`config.mk`:
```
export PLATFORM = sky130hd
export DESIGN_NAME = sysex_patch_dumper
export DESIGN_NICKNAME = d
export VERILOG_FILES = /design/src/rtl/synth_sysex_pkg.sv /design/src/rtl/sysex_tx_reg.sv /design/src/rtl/sysex_patch_dumper.sv
export SDC_FILE = /design/constraint.sdc
export NUM_CORES = 1
export LEC_CHECK = 0
export BUFFER_PORTS_ARGS = -buffer_cell sky130_fd_sc_hd__buf_2
export CORE_MARGIN = 4
export CORE_UTILIZATION = 50
export DETAILED_ROUTE_END_ITERATION = 8
export PLACE_DENSITY_LB_ADDON = 0.08
export REMOVE_ABC_BUFFERS = 1
export SKIP_CTS_REPAIR_TIMING = 1
export SLEW_MARGIN = 5
export SYNTH_ARGS = -nofsm -noshare
export SYNTH_HDL_FRONTEND = slang
export SYNTH_SLANG_ARGS = --single-unit
```
`constraint.sdc`:
```
create_clock -name sCLK_XVXOSC -period 3.7 [get_ports sCLK_XVXOSC]
set_clock_uncertainty 0.05 [all_clocks]
set_input_delay 0.37 -clock sCLK_XVXOSC [delete_from_list [all_inputs] [get_ports sCLK_XVXOSC]]
set_output_delay 0.37 -clock sCLK_XVXOSC [all_outputs]
set_load 0.01 [all_outputs]
```
`src/rtl/synth_sysex_pkg.sv`:
```
// Shared definitions for the sysex patch dumper: FSM state encoding and
// the fixed framing bytes of the dump stream.
package synth_sysex_pkg;

    typedef enum logic [3:0] {
        IDLE, HDR, SEL, RD_HI, RD_SMP, RD_LO, SEND, CSUM, EOX, FIN
    } dump_state_t;

    localparam logic [7:0] SYSEX_SOX = 8'hF0;
    localparam logic [7:0] SYSEX_EOX = 8'hF7;
    localparam logic [7:0] CMD_DUMP  = 8'h01;

endpackage

```
`src/rtl/sysex_tx_reg.sv`:
```
// One-byte valid/ready holding register feeding the MIDI transmitter.
// A load takes priority over the drain, so a new byte may follow a transfer.
module sysex_tx_reg (
    input  logic       sCLK_XVXOSC,
    input  logic       reset_reg_N,
    input  logic       load,
    input  logic [7:0] load_byte,
    input  logic       tx_ready,
    output logic [7:0] tx_byte,
    output logic       tx_valid,
    output logic       xfer
);

    assign xfer = tx_valid & tx_ready;

    always_ff @(posedge sCLK_XVXOSC or negedge reset_reg_N) begin
        if (!reset_reg_N) begin
            tx_byte  <= 8'h00;
            tx_valid <= 1'b0;
        end else if (load) begin
            tx_byte  <= load_byte;
            tx_valid <= 1'b1;
        end else if (xfer) begin
            tx_valid <= 1'b0;
        end
    end

endmodule

```
`src/rtl/sysex_patch_dumper.sv`:
```
// Reads every oscillator and common parameter over the parameter bus and
// streams them out as one sysex dump. Define SYSEX_CHECKSUM_EN to append a
// 7-bit checksum byte before F7.
//
// state  | meaning
// IDLE   | waiting for dump_req
// HDR    | sending F0, manufacturer id, dump command
// SEL    | address and page select set up, read low
// RD_HI  | read strobe high, slave latches
// RD_SMP | read high, data sampled and queued for transmit
// RD_LO  | read low, address and select still held
// SEND   | parameter byte waiting for the transmitter
// CSUM   | checksum byte waiting for the transmitter
// EOX    | F7 waiting for the transmitter
// FIN    | done pulse
module sysex_patch_dumper
    import synth_sysex_pkg::*;
#(
    parameter int         V_OSC    = 4,
    parameter int         OSC_ADRS = 16,
    parameter int         COM_ADRS = 16,
    parameter logic [7:0] MANUF_ID = 8'h7D
) (
    input  logic       sCLK_XVXOSC,
    input  logic       reset_reg_N,
    input  logic       dump_req,
    input  logic [7:0] data,
    output logic [6:0] adr,
    output logic       read,
    output logic       osc_sel,
    output logic       com_sel,
    output logic       sysex_data_patch_send,
    output logic [7:0] tx_byte,
    output logic       tx_valid,
    input  logic       tx_ready,
    output logic       busy,
    output logic       done
);

    dump_state_t state;
    logic [1:0]  hdr_cnt;
    logic [6:0]  osc_cnt, idx_cnt;
    logic        in_com;
    logic [6:0]  nxt_osc, nxt_idx, nxt_adr;
    logic        nxt_com, last_addr;
    logic        load, xfer;
    logic [7:0]  load_byte;
`ifdef SYSEX_CHECKSUM_EN
    logic [6:0]  csum;
`endif

    sysex_tx_reg u_tx_reg (
        .sCLK_XVXOSC (sCLK_XVXOSC),
        .reset_reg_N (reset_reg_N),
        .load        (load),
        .load_byte   (load_byte),
        .tx_ready    (tx_ready),
        .tx_byte     (tx_byte),
        .tx_valid    (tx_valid),
        .xfer        (xfer)
    );

    // Walk oscillator pages first, then the common page.
    always_comb begin
        nxt_idx   = idx_cnt + 7'd1;
        nxt_osc   = osc_cnt;
        nxt_com   = in_com;
        last_addr = 1'b0;
        if (!in_com) begin
            if (idx_cnt == 7'(OSC_ADRS - 1)) begin
                nxt_idx = 7'd0;
                if (osc_cnt == 7'(V_OSC - 1))
                    nxt_com = 1'b1;
                else
                    nxt_osc = osc_cnt + 7'd1;
            end
        end else if (idx_cnt == 7'(COM_ADRS - 1)) begin
            nxt_idx   = 7'd0;
            last_addr = 1'b1;
        end
        nxt_adr = nxt_com ? nxt_idx : ((nxt_osc << 4) + nxt_idx);
    end

    always_ff @(posedge sCLK_XVXOSC or negedge reset_reg_N) begin
        if (!reset_reg_N) begin
            state                 <= IDLE;
            adr                   <= 7'd0;
            read                  <= 1'b0;
            osc_sel               <= 1'b0;
            com_sel               <= 1'b0;
            sysex_data_patch_send <= 1'b0;
            busy                  <= 1'b0;
            done                  <= 1'b0;
            load                  <= 1'b0;
            load_byte             <= 8'h00;
            hdr_cnt               <= 2'd0;
            osc_cnt               <= 7'd0;
            idx_cnt               <= 7'd0;
            in_com                <= 1'b0;
`ifdef SYSEX_CHECKSUM_EN
            csum                  <= 7'd0;
`endif
        end else begin
            load <= 1'b0;
            done <= 1'b0;
            case (state)
                IDLE: if (dump_req) begin
                    state                 <= HDR;
                    busy                  <= 1'b1;
                    sysex_data_patch_send <= 1'b1;
                    load                  <= 1'b1;
                    load_byte             <= SYSEX_SOX;
                    hdr_cnt               <= 2'd0;
                    osc_cnt               <= 7'd0;
                    idx_cnt               <= 7'd0;
                    in_com                <= 1'b0;
`ifdef SYSEX_CHECKSUM_EN
                    csum                  <= 7'd0;
`endif
                end
                HDR: if (xfer) begin
                    if (hdr_cnt == 2'd2) begin
                        state   <= SEL;
                        adr     <= 7'd0;
                        osc_sel <= 1'b1;
                        com_sel <= 1'b0;
                    end else begin
                        load      <= 1'b1;
                        load_byte <= (hdr_cnt == 2'd0) ? MANUF_ID : CMD_DUMP;
                        hdr_cnt   <= hdr_cnt + 2'd1;
                    end
                end
                SEL: begin
                    state <= RD_HI;
                    read  <= 1'b1;
                end
                RD_HI: state <= RD_SMP;
                // The masked byte goes straight into the holding register so it
                // becomes valid exactly when SEND is entered.
                RD_SMP: begin
                    state     <= RD_LO;
                    read      <= 1'b0;
                    load      <= 1'b1;
                    load_byte <= data & 8'h7F;
`ifdef SYSEX_CHECKSUM_EN
                    csum      <= csum + data[6:0];
`endif
                end
                RD_LO: begin
                    state   <= SEND;
                    osc_sel <= 1'b0;
                    com_sel <= 1'b0;
                end
                SEND: if (xfer) begin
                    if (last_addr) begin
                        load <= 1'b1;
`ifdef SYSEX_CHECKSUM_EN
                        state     <= CSUM;
                        load_byte <= {1'b0, 7'd0 - csum};
`else
                        state     <= EOX;
                        load_byte <= SYSEX_EOX;
`endif
                    end else begin
                        state   <= SEL;
                        idx_cnt <= nxt_idx;
                        osc_cnt <= nxt_osc;
                        in_com  <= nxt_com;
                        adr     <= nxt_adr;
                        osc_sel <= ~nxt_com;
                        com_sel <= nxt_com;
                    end
                end
                CSUM: begin
`ifdef SYSEX_CHECKSUM_EN
                    if (xfer) begin
                        state     <= EOX;
                        load      <= 1'b1;
                        load_byte <= SYSEX_EOX;
                    end
`else
                    state <= IDLE;
`endif
                end
                EOX: if (xfer) begin
                    state                 <= FIN;
                    busy                  <= 1'b0;
                    sysex_data_patch_send <= 1'b0;
                    done                  <= 1'b1;
                end
                FIN:     state <= IDLE;
                default: state <= IDLE;
            endcase
        end
    end

endmodule

```
Word level (Yosys, flattened, before mapping)
Index checks and enable logic that the tools add are counted.
{ "word_totals": {"register_bits": 51, "inputBits": 12, "out_inout_bits": 22, "word_cells": 126} }
{ "op_classes": {"add_sub_neg": 4, "eq_ne": 21, "muxes": 65, "bitwise": 2, "reduce_logical": 18} }
{ "ops": {"columns": ["cell", "count"], "rows": [
  ["2-to-1 mux 7 bit", 15],
  ["case mux 7 bit (2 select lines)", 3],
  ["2-to-1 mux 8 bit", 5],
  ["case mux 4 bit (8 select lines)", 1],
  ["case mux 8 bit (4 select lines)", 1],
  ["2-to-1 mux 1 bit", 24],
  ["2-to-1 mux 4 bit", 6],
  ["inequality test 2 bit, second input constant", 8],
  ["AND reduction 5 bit", 3],
  ["adder 7 x 1 -> 7 bit, second input constant", 2],
  ["equality test 4 x 3 -> 1 bit, second input constant", 3],
  ["nonzero test 2 bit", 6],
  ["equality test 4 x 2 -> 1 bit, second input constant", 2],
  ["AND reduction 4 bit", 2],
  ["adder 7 bit", 1],
  ["equality test 7 x 2 -> 1 bit, second input constant", 1],
  ["equality test 7 x 4 -> 1 bit, second input constant", 1],
  ["AND reduction 7 bit", 1],
  ["2-to-1 mux 2 bit", 3],
  ["inequality test 2 x 1 -> 1 bit, second input constant", 3],
  ["case mux 1 bit (2 select lines)", 3],
  ["case mux 1 bit (3 select lines)", 2],
  ["AND reduction 6 bit", 1],
  ["equality test 4 x 1 -> 1 bit, second input constant", 1],
  ["other kinds (12)", 12]
]} }

Longest topological paths before layout
Gate-level depths: netlist of the first run.
{ "logic_depth": {"word_depth": 9, "depth_mapped": 12, "depth_no_buf": 12} }

By module
Synthesis of the first run repeated with hierarchy kept, for this count alone.
{ "unflattened": {"hier_cells": 276, "hier_area_um2": 2874.0} }
{ "modules_own_cells": {"columns": ["module", "instances", "cells_per_inst", "area_per_inst_um2", "seq_area_each_um2"], "rows": [
  ["sysex_patch_dumper", 1, 255, 2498.6, 1051.0],
  ["sysex_tx_reg", 1, 21, 375.4, 225.2]
]} }

Worst setup path after synthesis of the first run
Ideal clock, no wire load.
{ "synth_path": {"kind": "register to register", "startpoint": "register osc_cnt[0]", "endpoint": "register adr[6]", "setup_ps": 121, "t_arrival_ps": 2821, "required_ps": 3529, "path_slack_ps": 708, "stages_incl_launch_ff": 12, "n_path_buf": 0, "synth_period_minus_slack_ps": 2992, "cell_sequence": "dfrtp_1 -> ha_1 -> nor4b_1 -> nand2_1 -> nand2_1 -> mux2_2 -> fa_1 -> xnor2_1 -> a311oi_1 -> a41oi_1 -> xor2_1 -> a22o_1"} }
{ "synth_via": {"elab_chain_len": 9, "word_cells_on_any_way": 13, "classes_between": "add/sub: 2; eq/ne: 1; mux: 10"} }
{ "synth_lines": {"columns": ["element", "line_no", "rtl"], "rows": [
  ["start, declared", "sysex_patch_dumper.sv:42", "logic [6:0] osc_cnt, idx_cnt;"],
  ["start signal, assigned", "sysex_patch_dumper.sv:167", "osc_cnt <= nxt_osc;"],
  ["adder 7 x 1 -> 7 bit / equality test 7 x 2 -> 1 bit (equally long branches)", "sysex_patch_dumper.sv:75, sysex_patch_dumper.sv:72", null],
  ["2-to-1 mux 7 bit", "sysex_patch_dumper.sv:72", "if (osc_cnt == 7'(V_OSC - 1))"],
  ["2-to-1 mux 7 bit", "sysex_patch_dumper.sv:70", "if (idx_cnt == 7'(OSC_ADRS - 1)) begin"],
  ["2-to-1 mux 7 bit", "sysex_patch_dumper.sv:69", "if (!in_com) begin"],
  ["adder 7 bit", "sysex_patch_dumper.sv:81", "nxt_adr = nxt_com ? nxt_idx : ((nxt_osc << 4) + nxt_idx);"],
  ["2-to-1 mux 7 bit *", "sysex_patch_dumper.sv:81", null],
  ["2-to-1 mux 7 bit *", "sysex_patch_dumper.sv:155", "if (last_addr) begin"],
  ["2-to-1 mux 7 bit *", "sysex_patch_dumper.sv:154", "SEND: if (xfer) begin"],
  ["case mux 7 bit (2 select lines) *", "sysex_patch_dumper.sv:106", "case (state)"],
  ["end signal, assigned", "sysex_patch_dumper.sv:169", "adr <= nxt_adr;"],
  ["end, declared", "sysex_patch_dumper.sv:28", "output logic [6:0] adr,"]
]} }
Mark *: on every way between the ends. The rest lies on a longest branch, timed or not. The select of a mux whose other input is x is not followed.
A chain may end at the register's enable or synchronous reset.

Final worst setup path of the first run
Ends and elaborated chain as after synthesis.

==> results of run 1 <==
==> per-stage QoR <==
stage	area, um2	std cells	util [%]	hold WS, ps
after CTS	3110	363	59.1	-234
after detailed placement	2980	355	56.5	105
after global placement	2980	355	56.5	101
after floorplan	2710	251	-	24.4
final	3120	364	59.3	303
after global routing	3120	364	59.3	309
==> synth_stat cells, types with 4 or more instances <==
library cell	instances
dfrtp_1	51
mux2_2	17
nor3_1	6
nand2_1	21
mux2i_1	4
nor2_1	15
nand3_1	10
a21oi_1	7
a21o_1	4
a22o_1	6
ha_1	5
o21ai_0	20
nand2b_1	6
clkbuf_1	5
xnor2_1	4
inv_1	9
buf_2	5
o211ai_1	5
==> power by group through the flow <==
stage                     Combinational (W)  Sequential, W  Clock (W)
after global placement             0.000794       0.000904          0
after global routing               0.000900       0.000926   0.000503
after floorplan                    0.000567       0.000904          0
after detailed placement           0.000807       0.000910          0
final                              0.000804       0.000893   0.000466
after CTS                          0.000814       0.000896   0.000477
==> area by class of cell <==
class                      instances  share of cell area, %
clock buffer                       5                   2.20
clock inverter                     3                   2.16
inverter                           9                   1.08
multi-input combinational        191                   45.0
sequential                        51                   40.9
tap                               70                   2.80
timing repair buffer              35                   5.93
==> worst register-to-register path, cell delays in order, from the launching register on <==
cell	delay, ps
dfrtp_1	440
ha_1	320
nor4b_1	380
nand2_1	210
nand2_1	160
mux2_2	360
fa_1	440
xnor2_1	140
a311oi_1	260
a41oi_1	100
xor2_1	180
a22o_1	210
==> registers in the layout (all words and copies together), names as in the netlist <==
register and cells:
state 4, osc_sel 1, load_byte 8, u_tx_reg.tx_valid 1
read 1, adr 7, in_com 1, hdr_cnt 2
done 1, load 1, u_tx_reg.tx_byte 8, osc_cnt 7
idx_cnt 7, busy 1, com_sel 1
==> logic make-up after synthesis <==
kind of cell	Yosys count	share of synthesized area [%]
DFF	51	45.6
AOI/OAI and AO/OA	66	16.8
and+or+nand+nor	89	19.1
xor gates and xnor gates	7	2.19
muxes	22	8.67
buffers and inverters	24	4.29
adders and majority gates	7	3.31
==> layer usage <==
| metal | part of all wire (%) | vias up | routed length (um) | GRT usage [%] |
|---|---|---|---|---|
| li1 | - | 1027 | - | - |
| met5 | 0 | - | 0 | 0 |
| met4 | 1.6 | 0 | 91 | 7.13 |
| met1 | 48 | 1010 | 2710 | 24.1 |
| met3 | 4.3 | 8 | 244 | 4.46 |
| met2 | 47 | 46 | 2650 | 26.5 |
==> path summary, 6_finish.rpt <==
kind / startpoint / to / depth (start not counted)
min in group asynchronous: reset_reg_N / u_tx_reg.tx_byte[1] / 2
max in group asynchronous: reset_reg_N / adr[1] / 3
hold reg to reg: com_sel / com_sel / 1
setup / recovery: osc_cnt[0] / adr[6] / 11
setup reg to reg: osc_cnt[0] / adr[6] / 11
hold / removal: data[1] / load_byte[1] / 3
==> summary.txt, run 1 <==
FF-to-FF setup slack = 340 ps
Synth cell types = 63
Final #Nets = 311
Fin Setup TNS = 0 ps
Initial Util = 53.1%
Detailed Route WL = 5.69 mm
Number of global-route vias before repair = 2098
Main synth FF type = dfrtp_1
Pwr Density = 693 mW/mm2
Tmin final = 3360 ps
DP Worst Slack = 386 ps
Synth top area cells = dfrtp_1, mux2_2, o21ai_0, nand2_1, ha_1
GPL Wtd Cong = 0.850
Ports = 34
Net Sw Frac = 36.2%
Die X-Extent = 82.8 um
Async set-reset flop share out of synthesis = 100%
Crit-path most repeated cell = nand2_1
Slew Limit Fails = 0
Post-DR vias/cell = 5.74
Crit path max-delay family = adder cells
Most frequent cells in the layout = dfrtp_1, buf_2, nand2_1
Final hold viol count = 0
Largest net degree at the start of global routing = 51
Clock sinks = 51
Multi-input gate area = 0.00140 mm2
Insertion delay to the later sink of the worst-skew pair = 310 ps
Logic pwr share = 37.2%
Final period util = 90.9%
Yosys top cell by area = dfrtp_1
Die Y = 82.8 um
Via count = 2091
Wire length per cell = 15.6 um
Core Box Area = 0.00527 mm2
Cells after synthesis = 266
Max incr delay on CP = 440 ps
Synthesized area = 0.00280 mm2
Max VDD drop = 0.000369 V
FMAX = 297 MHz
# DRC = 0
Flop pwr share = 41.3%
Global route overflow = 0
Max_slew headroom = 54.1%
Yosys reg bits = 51
Antenna cells = 0
Synth-to-Final Area Change = 11.5%
CTS root buf = clkbuf_8
CP Data Arrival Time = 3520 ps
Post-route ant nets = 0
DRT Pass-1 Iters = 4
Die ar. = 0.00686 mm2
Initial antenna violation count = 0
Most common library cell in the layout ignoring fill and taps = dfrtp_1
Clock tree buffer depth = 2
First-pass GRT wire length = 10.1 mm
Drt initial violations = 108
P_leak = 1.38 nW
Layout cell share with drive strength beyond 1 = 24.5%
Worst path cell trace = ha_1 > nor4b_1 > nand2_1 > nand2_1 > mux2_2 > fa_1 > xnor2_1 > a311oi_1 > a41oi_1 > xor2_1 > a22o_1
Setup WS post-layout = 338 ps
Internal power = 0.00138 W
IO Port Bufs = 32
Max-cap violations = 0
RSZ-0062 raised after global routing = false
Clock share of power = 21.5%
Storage element area = 0.00128 mm2
EDFF count, synth = 0
Rows = 26
Slowest stage cell on the critical path = dfrtp_1
GR Util All Layers = 17.6%
Total CTS buffers = 5
Crit path capture type = flop
Hpwl dp = 3.87 mm
H-tree depth = 2
Buf/Inv on CP = 0
CTS tree = built
YS warnings = 0
Total power = 0.00216 W
Synthesized area per cell = 10.5 um2
Post-synthesis sequential area ratio = 45.6%
WP data required = 3850 ps
Worst min path class = input port to flop
Top cell type's share of synthesized area = 45.6%
Clock transition at the registers of the reported paths = 100 ps
Final setup viols = 0
Worst Setup Path Type = flop to flop
Status = finished, final reports clean
Crit path launch type = flop
Fill cell count = 479
Sw power = 0.000784 W
CP Max Fanout = 7
Worst Tran Pin Value = 688 ps
Power figures use the tool's default switching activity.
==> run 2: changes to the inputs <==
--- a/config.mk
+++ b/config.mk
@@ -11,6 +11,7 @@
 export DETAILED_ROUTE_END_ITERATION = 8
 export PLACE_DENSITY_LB_ADDON = 0.08
 export REMOVE_ABC_BUFFERS = 1
+export SETUP_SLACK_MARGIN = 0.4
 export SKIP_CTS_REPAIR_TIMING = 1
 export SLEW_MARGIN = 5
 export SYNTH_ARGS = -nofsm -noshare
==> run 2 against run 1 <==
Compared with the run above:
- clock-buffer cell count unchanged
- clock power about the same
- worst hold slack improved by 1.5 ps
- global-route usage stayed put
- first-iteration DRC count down 5.6%
- maximum frequency grew 7.0%
- final cell count increased by 0.55%
- largest power group unchanged
- combinational power hardly changed
- critical path depth decreased by 1
- sequential power about the same
- setup slack improved by 220 ps
- critical endpoint unchanged
==> summary.txt, run 2 (synthesis results as in run 1) <==
Net Sw Frac = 36.2%
Worst Setup Path Type = flop to flop
Core Box Area = 0.00527 mm2
Final #Nets = 313
# DRC = 0
Placed cells = 355
Final period util = 84.9%
First-pass GRT wire length = 10.1 mm
GPL Wtd Cong = 0.850
GR Util All Layers = 17.6%
Hpwl dp = 3.87 mm
Biggest regs = load_byte x8, u_tx_reg.tx_byte x8
CP Max Fanout = 6
Pwr Density = 684 mW/mm2
Die ar. = 0.00686 mm2
Post-DR vias/cell = 5.74
Status = finished, final reports clean
Most common library cell in the layout ignoring fill and taps = dfrtp_1
Met1 wire length = 2.69 mm
Tmin final = 3140 ps
Largest net degree at the start of global routing = 51
Clock sinks = 51
Met3 routed WL = 254 um
Max-cap violations = 0
Wire length per cell = 15.7 um
DP Worst Slack = 386 ps
Top layer used by detailed routing = met4
CP Data Arrival Time = 3300 ps
Worst min path class = input port to flop
IO Port Bufs = 32
CTS root buf = clkbuf_8
Number of global-route vias before repair = 2098
Crit path capture type = flop
Clock share of power = 21.5%
Most frequent cells in the layout = dfrtp_1, buf_2, nand2_1
Max VDD drop = 0.000369 V
Drt initial violations = 102
Insertion delay to the later sink of the worst-skew pair = 310 ps
Ports = 34
Layout cell share with drive strength beyond 1 = 26.4%
Fill cell count = 472
Antenna cells = 0
DRT Pass-1 Iters = 4
Logic pwr share = 37.2%
P_leak = 1.39 nW
Hold path start = data[1]
Initial Util = 53.1%
Fin Setup TNS = 0 ps
Internal power = 0.00138 W
Flop pwr share = 41.3%
Die X-Extent = 82.8 um
FMAX = 318 MHz
Via count = 2100
Crit path launch type = flop
Final setup viols = 0
WP data required = 3850 ps
Slew Limit Fails = 0
Max_slew headroom = 54.6%
Total CTS buffers = 5
Detailed Route WL = 5.76 mm
Final hold viol count = 0
Worst R2R Start = idx_cnt[5]
Die Y = 82.8 um
H-tree depth = 2
RSZ-0062 raised after global routing = false
Setup WS post-layout = 557 ps
Global route overflow = 0
Met2 wire length = 2.70 mm
Synth-to-Final Area Change = 13.0%
Worst Tran Pin Value = 681 ps
Post-route ant nets = 0
Non-filler cells, final = 366
Clock transition at the registers of the reported paths = 100 ps
Initial antenna violation count = 0
Clock tree buffer depth = 2
Rows = 26
Sw power = 0.000784 W
CTS tree = built
Critical path startpoint = idx_cnt[5]
## run 2: cell types whose count changed in the layout (fill, tap and decap cells not counted), sizes merged
cell,before,now
buf,34,36
## run 2: power by group through the flow
stage / Clock (W) / Sequential (W) / Combinational (W)
CTS: 0.000477 / 0.000896 / 0.000814
global placement: 0 / 0.000904 / 0.000794
detailed placement: 0 / 0.000910 / 0.000807
finish: 0.000465 / 0.000894 / 0.000805
global route: 0.000503 / 0.000927 / 0.000901
floorplan: 0 / 0.000904 / 0.000567
## run 2: path summary, 6_finish.rpt
check                                       to  slack (ps)  cells after the start
max                                     adr[6]         560                     10
max reg2reg                             adr[6]         560                     10
max in group asynchronous           osc_cnt[0]        2470                      3
min reg2reg                            com_sel         440                      1
min in group asynchronous  u_tx_reg.tx_byte[1]         320                      2
min                               load_byte[1]         300                      3
## run 2: final cells by class
| type | instances | area, um2 | area share [%] |
|---|---|---|---|
| multi-input cells | 191 | 1430 | 45.1 |
| well taps | 70 | 87.6 | 2.77 |
| repair buffers | 37 | 200 | 6.33 |
| clock buffers | 5 | 68.8 | 2.18 |
| clock inverters | 3 | 67.6 | 2.14 |
| flip-flops and latches | 51 | 1280 | 40.4 |
| inverters | 9 | 33.8 | 1.07 |
## run 2: through the flow
stage	total power [W]	util (%)	area [um2]	hold slack, ps
2_1_floorplan	0.00147	-	2710	24.4
3_3_place_gp	0.00170	56.5	2980	101
3_5_place_dp	0.00172	56.5	2980	105
4_1_cts	0.00219	59.1	3110	-234
5_1_grt	0.00233	60.0	3160	309
6_report	0.00216	60.0	3160	304
## run 2: routing by layer
| layer | up-vias | GRT usage (%) |
|---|---|---|
| met5 | - | 0 |
| met4 | 0 | 7.13 |
| met3 | 11 | 4.46 |
| met2 | 48 | 26.5 |
| met1 | 1010 | 24.1 |
| li1 | 1031 | - |
## run 2: critical path: stages, from the launching register on
cell      delay (ps)
dfrtp_1          450
or3_4            440
nor3_4           300
nand2_1          160
mux2_2           310
fa_1             440
xnor2_1          140
a311oi_1         260
a41oi_1          100
xor2_1           180
a22o_1           210
==> run 3: changes to the inputs <==
==> constraint.sdc (replaced) <==
create_clock -name sCLK_XVXOSC -period 2.67 [get_ports sCLK_XVXOSC]
set_clock_uncertainty 0.05 [all_clocks]
set_input_delay 0.267 -clock sCLK_XVXOSC [delete_from_list [all_inputs] [get_ports sCLK_XVXOSC]]
set_output_delay 0.267 -clock sCLK_XVXOSC [all_outputs]
set_load 0.01 [all_outputs]
==> run 3 against run 2 <==
Compared with the run above:
- the run now ends with setup timing left
- worst hold slack got worse by 120 ps
- first-iteration DRC count rose by 34%
- sequential cell count is the same
- power rose by 45%
==> summary.txt, run 3 (synthesis results as in run 1) <==
Hpwl dp = 4.47 mm
Worst R2R Start = idx_cnt[5]
CTS root buf = clkbuf_8
Clock tree buffer depth = 2
Global route overflow = 0
Hold path start = data[1]
Antenna cells = 0
P_leak = 1.55 nW
DRT Pass-1 Iters = 4
Worst Tran Pin Value = 660 ps
GPL Wtd Cong = 0.838
Initial antenna violation count = 0
Max-cap violations = 0
Post-DR vias/cell = 5.60
GR Util All Layers = 18.2%
Status = complete, but fails checks
Wire length per cell = 15.7 um
Worst min path class = input port to flop
Final hold viol count = 0
Worst Hold Path Cells = 3
WP data required = 2830 ps
Max VDD drop = 0.000499 V
R2R Path End = adr[6]
Drt initial violations = 137
Slew Limit Fails = 0
Synth-to-Final Area Change = 22.6%
Worst Setup Path Type = flop to flop
Total CTS buffers = 5
Post-route ant nets = 0
Ports = 34
IO Port Bufs = 32
Die X-Extent = 82.8 um
H-tree depth = 2
Die ar. = 0.00686 mm2
Core Box Area = 0.00527 mm2
Failing checks = setup timing
Final setup viols = 1
Most frequent cells in the layout = dfrtp_1, buf_4, buf_2
Largest net degree at the start of global routing = 31
Insertion delay to the later sink of the worst-skew pair = 310 ps
CP Max Fanout = 2
Total power = 0.00314 W
CTS tree = built
Initial Util = 53.1%
Crit path capture type = flop
Rows = 26
Number of global-route vias before repair = 2100
Final #Nets = 343
Clock sinks = 51
Tmin final = 2820 ps
Die Y = 82.8 um
Max_slew headroom = 56.0%
Detailed Route WL = 6.21 mm
Pwr Density = 914 mW/mm2
# DRC = 0
Layout cell share with drive strength beyond 1 = 35.6%
FF-to-FF path depth = 12
Fin Setup TNS = -146 ps
Final period util = 105%
FMAX = 355 MHz
Setup WS post-layout = -146 ps
Crit path launch type = flop
Hold Path End = load_byte[1]
FF-to-FF setup slack = -150 ps
Biggest regs = load_byte x8, u_tx_reg.tx_byte x8
First-pass GRT wire length = 10.3 mm
CP Data Arrival Time = 2970 ps
RSZ-0062 raised after global routing = true
Core Util, Final = 65.1%
Via count = 2217
Most common library cell in the layout ignoring fill and taps = dfrtp_1
Min Hold Slack = 186 ps
Clock transition at the registers of the reported paths = 100 ps
-- run 3: cell types whose count changed in the layout (fill, tap and decap cells not counted), moves of 2 or more --
cell	before	now
xnor2_1	4	2
buf_4	4	33
ha_2	0	2
xnor2_2	0	2
-- run 3: layout make-up --
class | count | area [um2]
Fill cell | 424 | 1840
Tap cell | 70 | 87.6
Clock inverter | 3 | 67.6
Timing Repair Buffer | 67 | 429
Sequential cell | 51 | 1280
Inverter | 9 | 33.8
Clock buffer | 5 | 68.8
Multi-Input combinational cell | 191 | 1470
-- run 3: report_power, final --
part / leakage [nW] / internal [W] / switching, W
Sequential: 0.653 / 0.000986 / 0.000191
Clock: 0.0644 / 0.000374 / 0.000264
Combinational: 0.832 / 0.000658 / 0.000663
Total: 1.55 / 0.00202 / 0.00112
-- run 3: worst max path at each step --
stage	from	end	cells past startpoint
after floorplan	osc_cnt[0]	adr[6]	11
after global placement	idx_cnt[0]	adr[6]	13
after detailed placement	osc_cnt[1]	adr[6]	11
after CTS	osc_cnt[0]	adr[6]	11
after global routing	idx_cnt[5]	adr[6]	12
final	idx_cnt[5]	adr[6]	12
-- run 3: routing by layer --
| layer | vias to the layer above | global-route usage [%] | wire, um |
|---|---|---|---|
| li1 | 1091 | - | - |
| met1 | 1056 | 25.3 | 2770 |
| met2 | 62 | 28.5 | 3000 |
| met3 | 8 | 4.06 | 357 |
| met4 | 0 | 5.20 | 83 |
| met5 | - | 0 | 0 |
-- run 3: per-stage QoR --
step	cells	worst slack, ps	instance area [um2]
2_1_floorplan	251	-325	2710
3_3_place_gp	387	-208	3220
3_5_place_dp	387	-272	3220
4_1_cts	395	-318	3350
5_1_grt	396	-258	3430
6_report	396	-146	3430
-- run 3: critical path: stages (launching register included) --
cell and delay (ps):
dfrtp_1 380, or3_4 400, nor3_4 160, nand2_2 90, buf_6 120, xnor2_2 120
ha_2 170, fa_2 350, xnor2_2 200, and2_1 170, a41oi_2 140, xor2_1 160
a22o_1 200
